--- config.mk ---
export PLATFORM = sky130hd
export DESIGN_NAME = reg_port_arb
export DESIGN_NICKNAME = d
export VERILOG_FILES = /design/src/rtl/reg_arb_pkg.sv /design/src/rtl/reg_arb_rr.sv /design/src/rtl/reg_port_arb.sv
export SDC_FILE = /design/constraint.sdc
export NUM_CORES = 1
export LEC_CHECK = 0
export ABC_AREA = 1
export BUFFER_PORTS_ARGS = -buffer_cell sky130_fd_sc_hd__buf_2
export CORE_AREA = 2 2 143 145
export DETAILED_ROUTE_END_ITERATION = 12
export DIE_AREA = 0 0 145 147
export HOLD_SLACK_MARGIN = 0.1
export PLACE_DENSITY_LB_ADDON = 0.12
export REMOVE_ABC_BUFFERS = 1
export SYNTH_ARGS = -nofsm -noshare
export SYNTH_HDL_FRONTEND = slang
export SYNTH_SLANG_ARGS = --single-unit
--- constraint.sdc ---
create_clock -name clk -period 2.7 [get_ports clk]
set_clock_uncertainty 0.15 [all_clocks]
set_input_delay 0.405 -clock clk [delete_from_list [all_inputs] [get_ports clk]]
set_output_delay 0.405 -clock clk [all_outputs]
set_load 0.03 [all_outputs]
--- src/rtl/reg_arb_pkg.sv ---
// reg_arb_pkg: shared types and defaults for the register-port arbiter.
package reg_arb_pkg;

    // Transaction phases: one access in flight at a time.
    typedef enum logic [1:0] {
        IDLE  = 2'd0,
        ISSUE = 2'd1,
        WAIT  = 2'd2,
        RESP  = 2'd3
    } arb_state_t;

    // Default number of requesters sharing the register port.
    localparam int DEFAULT_N_REQ = 3;

endpackage

--- src/rtl/reg_arb_rr.sv ---
// reg_arb_rr: combinational round-robin picker. Scans the request vector
// starting at ptr and returns a one-hot grant (all zero if nobody requests).
module reg_arb_rr
    import reg_arb_pkg::*;
#(
    parameter int N_REQ = DEFAULT_N_REQ,
    parameter int PTR_W = 2
) (
    input  logic [N_REQ-1:0] req,
    input  logic [PTR_W-1:0] ptr,
    output logic [N_REQ-1:0] grant
);

    int   idx;
    logic found;

    // First active requester at or after ptr (wrapping) wins.
    always_comb begin
        grant = '0;
        found = 1'b0;
        idx   = 0;
        for (int i = 0; i < N_REQ; i++) begin
            idx = (int'(ptr) + i) % N_REQ;
            if (!found && req[idx]) begin
                grant[idx] = 1'b1;
                found      = 1'b1;
            end
        end
    end

endmodule

--- src/rtl/reg_port_arb.sv ---
// reg_port_arb: shares one register-bridge port among N_REQ requesters.
// Round-robin grant, one transaction in flight (IDLE -> ISSUE -> WAIT -> RESP).
// Optional ack watchdog enabled by defining REG_ARB_TIMEOUT_EN.
`ifndef AXI_WIDTH
`define AXI_WIDTH 32
`endif

module reg_port_arb
    import reg_arb_pkg::*;
#(
    parameter int N_REQ          = DEFAULT_N_REQ,
    parameter int ADDR_WIDTH     = 32,
    parameter int DATA_WIDTH     = `AXI_WIDTH,
    parameter int TIMEOUT_CYCLES = 256
) (
    input  logic                         clk,
    input  logic                         rstn,
    input  logic [N_REQ-1:0]             req_valid,
    output logic [N_REQ-1:0]             req_ready,
    input  logic [N_REQ-1:0]             req_we,
    input  logic [N_REQ*ADDR_WIDTH-1:0]  req_addr,
    input  logic [N_REQ*DATA_WIDTH-1:0]  req_wdata,
    output logic [N_REQ-1:0]             rsp_valid,
    output logic [DATA_WIDTH-1:0]        rsp_rdata,
    output logic                         rsp_err,
    output logic                         reg_wr_en,
    output logic [ADDR_WIDTH-1:0]        reg_wr_addr,
    output logic [DATA_WIDTH-1:0]        reg_wr_data,
    input  logic                         reg_wr_ack,
    output logic                         reg_rd_en,
    output logic [ADDR_WIDTH-1:0]        reg_rd_addr,
    input  logic [DATA_WIDTH-1:0]        reg_rd_data,
    input  logic                         reg_rd_ack
);

    localparam int PTR_W = (N_REQ > 1) ? $clog2(N_REQ) : 1;

    arb_state_t              state;
    arb_state_t              state_next;
    logic [PTR_W-1:0]        ptr;
    logic [PTR_W-1:0]        owner;
    logic [N_REQ-1:0]        grant;
    logic [PTR_W-1:0]        grant_idx;
    logic                    do_grant;
    logic                    txn_we;
    logic [ADDR_WIDTH-1:0]   txn_addr;
    logic [DATA_WIDTH-1:0]   txn_wdata;
    logic [DATA_WIDTH-1:0]   rdata_q;
    logic                    ack_hit;
    logic                    timed_out;

    reg_arb_rr #(
        .N_REQ (N_REQ),
        .PTR_W (PTR_W)
    ) u_rr (
        .req   (req_valid),
        .ptr   (ptr),
        .grant (grant)
    );

    // A grant only happens in IDLE; the one-hot grant is encoded to an index.
    always_comb begin
        grant_idx = '0;
        for (int i = 0; i < N_REQ; i++) begin
            if (grant[i]) begin
                grant_idx = PTR_W'(i);
            end
        end
    end

    assign do_grant = (state == IDLE) && (|grant);

    // Only the ack matching the captured direction counts, and only while issued/waiting.
    assign ack_hit = ((state == ISSUE) || (state == WAIT)) &&
                     (txn_we ? reg_wr_ack : reg_rd_ack);

`ifdef REG_ARB_TIMEOUT_EN
    localparam int CNT_W = $clog2(TIMEOUT_CYCLES + 1);

    logic [CNT_W-1:0] wait_cnt;
    logic             err_q;

    // Watchdog: cleared while issuing, counts WAIT cycles without an ack.
    always_ff @(posedge clk or negedge rstn) begin
        if (!rstn) begin
            wait_cnt <= '0;
        end else if (state == ISSUE) begin
            wait_cnt <= '0;
        end else if (state == WAIT) begin
            wait_cnt <= wait_cnt + 1'b1;
        end
    end

    assign timed_out = (state == WAIT) && !ack_hit &&
                       (wait_cnt == CNT_W'(TIMEOUT_CYCLES - 1));

    // Error flag is updated as the response is formed and held afterwards.
    always_ff @(posedge clk or negedge rstn) begin
        if (!rstn) begin
            err_q <= 1'b0;
        end else if (ack_hit) begin
            err_q <= 1'b0;
        end else if (timed_out) begin
            err_q <= 1'b1;
        end
    end

    assign rsp_err = err_q;
`else
    assign timed_out = 1'b0;
    assign rsp_err   = 1'b0;
`endif

    // State register.
    always_ff @(posedge clk or negedge rstn) begin
        if (!rstn) begin
            state <= IDLE;
        end else begin
            state <= state_next;
        end
    end

    // Next-state logic for the single in-flight transaction.
    always_comb begin
        state_next = state;
        case (state)
            IDLE: begin
                if (do_grant) begin
                    state_next = ISSUE;
                end
            end
            ISSUE: begin
                state_next = ack_hit ? RESP : WAIT;
            end
            WAIT: begin
                if (ack_hit || timed_out) begin
                    state_next = RESP;
                end
            end
            RESP: begin
                state_next = IDLE;
            end
            default: begin
                state_next = IDLE;
            end
        endcase
    end

    // Capture the winning request and advance the round-robin pointer past it.
    always_ff @(posedge clk or negedge rstn) begin
        if (!rstn) begin
            ptr       <= '0;
            owner     <= '0;
            txn_we    <= 1'b0;
            txn_addr  <= '0;
            txn_wdata <= '0;
        end else if (do_grant) begin
            owner     <= grant_idx;
            txn_we    <= req_we[grant_idx];
            txn_addr  <= req_addr[int'(grant_idx)*ADDR_WIDTH +: ADDR_WIDTH];
            txn_wdata <= req_wdata[int'(grant_idx)*DATA_WIDTH +: DATA_WIDTH];
            if (grant_idx == PTR_W'(N_REQ - 1)) begin
                ptr <= '0;
            end else begin
                ptr <= grant_idx + 1'b1;
            end
        end
    end

    // Response data: read data on a read ack, zero for writes or timeouts, held otherwise.
    always_ff @(posedge clk or negedge rstn) begin
        if (!rstn) begin
            rdata_q <= '0;
        end else if (ack_hit) begin
            rdata_q <= txn_we ? '0 : reg_rd_data;
        end else if (timed_out) begin
            rdata_q <= '0;
        end
    end

    // Output decode: ready only in IDLE out of reset, completion pulse to the owner in RESP.
    always_comb begin
        req_ready = '0;
        rsp_valid = '0;
        if (rstn && (state == IDLE)) begin
            req_ready = grant;
        end
        for (int i = 0; i < N_REQ; i++) begin
            if ((state == RESP) && (owner == PTR_W'(i))) begin
                rsp_valid[i] = 1'b1;
            end
        end
    end

    assign reg_wr_en   = (state == ISSUE) && txn_we;
    assign reg_rd_en   = (state == ISSUE) && !txn_we;
    assign reg_wr_addr = txn_addr;
    assign reg_rd_addr = txn_addr;
    assign reg_wr_data = txn_wdata;
    assign rsp_rdata   = rdata_q;

endmodule

# Word level (Yosys, flattened, before mapping)

Index checks and enable logic that the tools add are counted.

Reduce and logical (&&, ||, !) cells: 21
Mux-type cells: 35
Shifts and indexed selects: 2
Order comparisons: 7
$mul: 0
Eq/ne operators: 8
Divide/modulo/power cells: 3
Bitwise operators: 2
Add/sub/neg operators: 3

Operator list:

| kind                  | count |
|---|---|
| $shiftx 96x8->32      | 2 |
| $ge 32x1->1 const B   | 3 |
| $lt 32x4->1 const B   | 3 |
| $mod 32x3->32 const B | 2 |
| $mod 3x3->32 const B  | 1 |
| $mux 32               | 1 |
| $mux 1                | 18 |
| $logic_and 1x1->1     | 13 |
| $mux 3                | 4 |
| $bmux 1 s2            | 4 |
| $eq 2x2->1 const B    | 4 |
| $mux 2                | 4 |
| $pmux 2 s4            | 1 |
| $demux 1 s2           | 3 |
| $or 3x3->3            | 2 |
| $eq 2x1->1 const B    | 2 |
| $logic_not 2->1       | 2 |
| $ne 2x2->1 const B    | 2 |
| $add 2x1->3 const B   | 1 |
| $add 2x2->3 const B   | 1 |
| $logic_not 1->1       | 3 |
| $lt 2x3->1 const B    | 1 |
| $reduce_or 3->1       | 1 |
| $add 2x1->2 const B   | 1 |
| 2 further kinds       | 2 |

Memories kept: 0
Register bits: 103
Logic and storage cells: 88
Bits in writable memories: 0
ROM bits: 0
Bits in latches: 0

# Depth between registers and ports, before layout

Depth in word-level cells: 15
Depth in mapped cells: 17
Gate-level depth less buffers: 15

# Hierarchy

From an unflattened synthesis, not the netlist that was laid out.

Cells, all modules: 829
Area total of the unflattened synthesis: 5689.2 um^2

Modules (own cells, without submodules):

| module       | area an instance (um^2) | cells an instance | instances |
|---|---|---|---|
| reg_port_arb | 5456.5                  | 787               | 1 |
| reg_arb_rr   | 232.7                   | 42                | 1 |

# Worst setup path before layout

Ideal clock, no wire load.

Kind: flip-flop to output port
Start point: reg ptr[0]
End point: out req_ready[2]
Slack: -6 ps
Stages on the path, launching flop included: 14
Arrival time: 2151 ps
Cell sequence: dfrtp_1 > inv_1 > ha_1 > buf_2 > inv_2 > nand2_1 > nand3_1 > nand2_1 > nand3_1 > nor2_2 > nor2_4 > buf_4 > buf_2 > nor2_1

Word-level cells in the longest chain between the ends: 12
Elaborated cells between the ends (all ways): 41

Ends and longest elaborated chain:

| element                                                                | RTL line            | text |
|---|---|---|
| start: declaration                                                     | reg_port_arb.sv:40  | `logic [PTR_W-1:0] ptr;` |
| start signal: assignment                                               | reg_port_arb.sv:165 | `ptr <= grant_idx + 1'b1;` |
| parallel branches: the longest is 10 deep, another holds $mod 32x3->32 | -                   |  |
| $mux 3 (*)                                                             | reg_arb_rr.sv:24    | `if (!found && req[idx]) begin` |
| $mux 3 (*)                                                             | reg_port_arb.sv:185 | `if (rstn && (state == IDLE)) begin` |
| end: declaration                                                       | reg_port_arb.sv:19  | `output logic [N_REQ-1:0] req_ready,` |

Every way passes the cells marked *. The select of a mux whose other input is x is not followed.

# Worst setup path after layout

Start point: reg ptr[1]
End point: out req_ready[1]

The elaborated chain is that of the path after synthesis.

==> flow_metrics.tcl <==
set metrics [dict create \
    finalSetupViolCount 0 \
    firstDrtPassIters 5 \
    cp_top_family "simple AND/OR/NAND/NOR gates" \
    synth.area.top_cells "dfrtp_1, nand2_1, nand3_1, buf_4, o21ai_0" \
    hold_violations 0 \
    critPathCaptureType "output port" \
    path_max_fanout 6 \
    worstReg2RegEnd "reg_wr_data[17]$_DFFE_PN0P_" \
    ys_seq_elements 102 \
    die_w_um 145 \
    p_seq_frac 0.196 \
    worstPathCellList "ha_4 -> inv_4 -> nand2_1 -> nand3_1 -> nand2_2 -> nand3_4 -> nor2_4 -> nor2_4 -> nor2_2 -> buf_4" \
    slew_violations 0 \
    cp_num_buf_inv 2 \
    slew_headroom 0.337 \
    p_leak_nw 4.82 \
    register_area_mm2 0.00255 \
    initial_core_util 0.304 \
    yosys_warnings 0 \
    reg2reg_from "ptr[0]$_DFFE_PN0P_" \
    p_sw_frac 0.550 \
    critPathRequiredTime_ns 2.14 \
    antenna_found_initial 0 \
    period_share 0.961 \
    hold_depth 3 \
    portBuffers 369 \
    grt_pass1_vias 6345 \
    path_common_cell "nor2_4" \
    period_needed_ns 2.59 \
    drtAntennaViolNets 0 \
    avgViaCountPerCell 4.58 \
    drtIter0Drc 332 \
    coreArea_mm2 0.0198 \
    run_status "complete, no violations" \
    fmax_mhz 386 \
    grt.overflow.total 0 \
    grt_max_degree 103 \
    totalWireLength_mm 21.0 \
    synth_top_cell_by_area "dfrtp_1" \
    total_power_mw 14.3 \
    synth_cells 855 \
    cap_violations 0 \
    cts.path.max_buffers 2 \
    seq_area_frac_synth 0.424 \
    worstMarginPinSlew_ns 0.990 \
    grt_pass1_wl_mm 33.2 \
    synthesis.area_mm2 0.00602 \
    internal-power_mw 6.42 \
    hold_end "rsp_rdata[2]$_DFFE_PN0P_" \
    crit_type "reg2out" \
    powerDensity_mw_per_mm2 1680 \
    ios 371 \
    hold_class "in2reg" \
    crit_arrival_ns 2.04 \
    diodes 0 \
    grtUsageTotal 0.194 \
    drc 0 \
    cp_slowest_cell "dfrtp_2" \
    ir_drop_mv 0.691 \
    cts_max_level 3 \
    finalNetCount 1414 \
    rows 52 \
    hold_slack_ns 0.157 \
    cts-root-buf "clkbuf_16" \
    clkSlewWorstSetupHoldPaths_ns 0.08 \
    synth.top_cell.area_share 0.424 \
    die_h_um 147 \
    dp_hpwl_mm 15.4 \
    cts_tree "built" \
    cts_made_buffers 9 \
    area_growth_pct 40.9 \
    synth.avg_cell_area_um2 7.04 \
    drive_above_1_share 0.380 \
    power.share.clock 0.109 \
    gp_congestion 0.842 \
    regToRegSetupSlack_ns 0.21 \
    p_comb_frac 0.696 \
    worstSetupStartpointType "flop" \
    hp-start "reg_rd_data[2]" \
    dieArea_mm2 0.0213 \
    yosys.cell_types.count 25 \
    vias 6623 \
    clock_latency_ns 0.35 \
    drt-wirelength-per-cell_um 14.5 \
    max_stage_delay_ns 0.47 \
    multi_input_area_mm2 0.00296 \
    reg2regPathDepth 13 \
    cts.sinks 102 \
    switching_power_mw 7.86 \
    fill_cells 2083 \
]
==> cell type report <==
type                    count  share of cell area
clock inverters             6              0.0137
repair buffers            398               0.260
multi-input cells         641               0.348
clock buffers              10              0.0282
flip-flops and latches    102               0.301
inverters                  20             0.00914
well taps                 270              0.0398
==> cell families (layout without fill, tap and decap cells) <==
kind of cell	count (synthesis)	in the layout	synth area share
adder cells (fa/ha/maj)	8	8	0.0166
AND/OR/NAND/NOR	592	593	0.419
buffers and inverters	113	434	0.106
other	1	1	0.000623
AO/OA/AOI/OAI	39	39	0.0341
flip-flops	102	102	0.424
==> synthesized netlist by cell type <==
cell type and count:
a21oi_1 1, buf_1 4, buf_2 22, buf_4 38, buf_6 6, clkbuf_1 23, conb_1 1, dfrtp_1 102
ha_1 8, inv_1 14, inv_2 6, nand2_1 360, nand2_2 2, nand3_1 213, nand3_2 1, nand4_1 2
nor2_1 8, nor2_2 3, nor2_4 1, nor3_1 2, o21a_1 1, o21ai_0 33, o21ai_1 2, o21ai_2 1
o221ai_1 1
==> repair_timing <==
action                                 in CTS  in global routing
setup endpoints to repair                   3                  3
gates cloned                                0                  1
pin swaps                                   0                  7
hold buffers                                1                  0
buffers inserted                            0                  1
resized for setup                          10                 19
endpoints found under the hold margin     102                  0
==> state kept, by name, indices dropped and copies added (netlist names) <==
signal / count
txn_we: 1
state: 2
reg_wr_data: 32
ptr: 2
reg_rd_addr: 32
owner: 1
rsp_rdata: 32
==> worst reg2reg max path, cell delays in order, from the launching register on <==
cell     delay, ns
dfrtp_1       0.39
buf_4         0.16
ha_1          0.25
o21ai_4       0.19
nand2_4       0.10
nand3_4       0.13
nor2_4        0.06
nor2_4        0.20
buf_12        0.27
buf_12        0.24
nand3_1       0.10
nand3_1       0.10
nand2_1       0.05
nand2_1       0.05
==> metrics by stage <==
step                      TNS [ns]  setup WS, ns  instances  instance area, µm²   util
after floorplan            -189.36         -1.98        762                5460      -
after global placement           0         0.184       1428                8000  0.403
after detailed placement         0         0.147       1428                8000  0.403
after CTS                        0       0.00840       1445                8400  0.423
after global routing      -0.00905      -0.00648       1447                8490  0.428
final                            0         0.106       1447                8490  0.428
==> how the worst max path moves through the flow <==
stage,start,end,depth (start not counted)
floorplan,txn_we$_DFFE_PN0P_,state[0]$_DFFE_PN0P_,6
global placement,ptr[1]$_DFFE_PN0P_,reg_wr_data[21]$_DFFE_PN0P_,14
detailed placement,ptr[1]$_DFFE_PN0P_,reg_wr_data[19]$_DFFE_PN0P_,14
CTS,ptr[1]$_DFFE_PN0P_,req_ready[1],11
global route,ptr[1]$_DFFE_PN0P_,req_ready[2],10
finish,ptr[1]$_DFFE_PN0P_,req_ready[1],10
==> placed cells by master, fill, tap and decap left out, types with 5 or more instances in the layout <==
master / instances
buf_2: 365
nand2_1: 355
nand3_1: 211
dfrtp_1: 101
o21ai_0: 32
buf_4: 21
inv_1: 12
buf_12: 10
clkbuf_16: 9
inv_2: 7
nand2_2: 7
nor2_2: 5
ha_1: 5
==> routing by layer <==
metal  track usage  vias up  share of wire
met1         0.243     3005           0.42
met4        0.0639        0          0.021
met2         0.344      229           0.50
li1              -     3364              -
met3        0.0320       25          0.056
met5             0        -              0
==> power groups by stage <==
stage	Clock, mW	Combinational [mW]	Sequential, mW
finish	1.55	9.94	2.79
global route	1.65	11.0	2.89
CTS	1.60	9.91	2.79
detailed placement	0	9.85	2.79
global placement	0	9.85	2.80
floorplan	0	4.61	4.51
(Power assumes the default switching activity.)
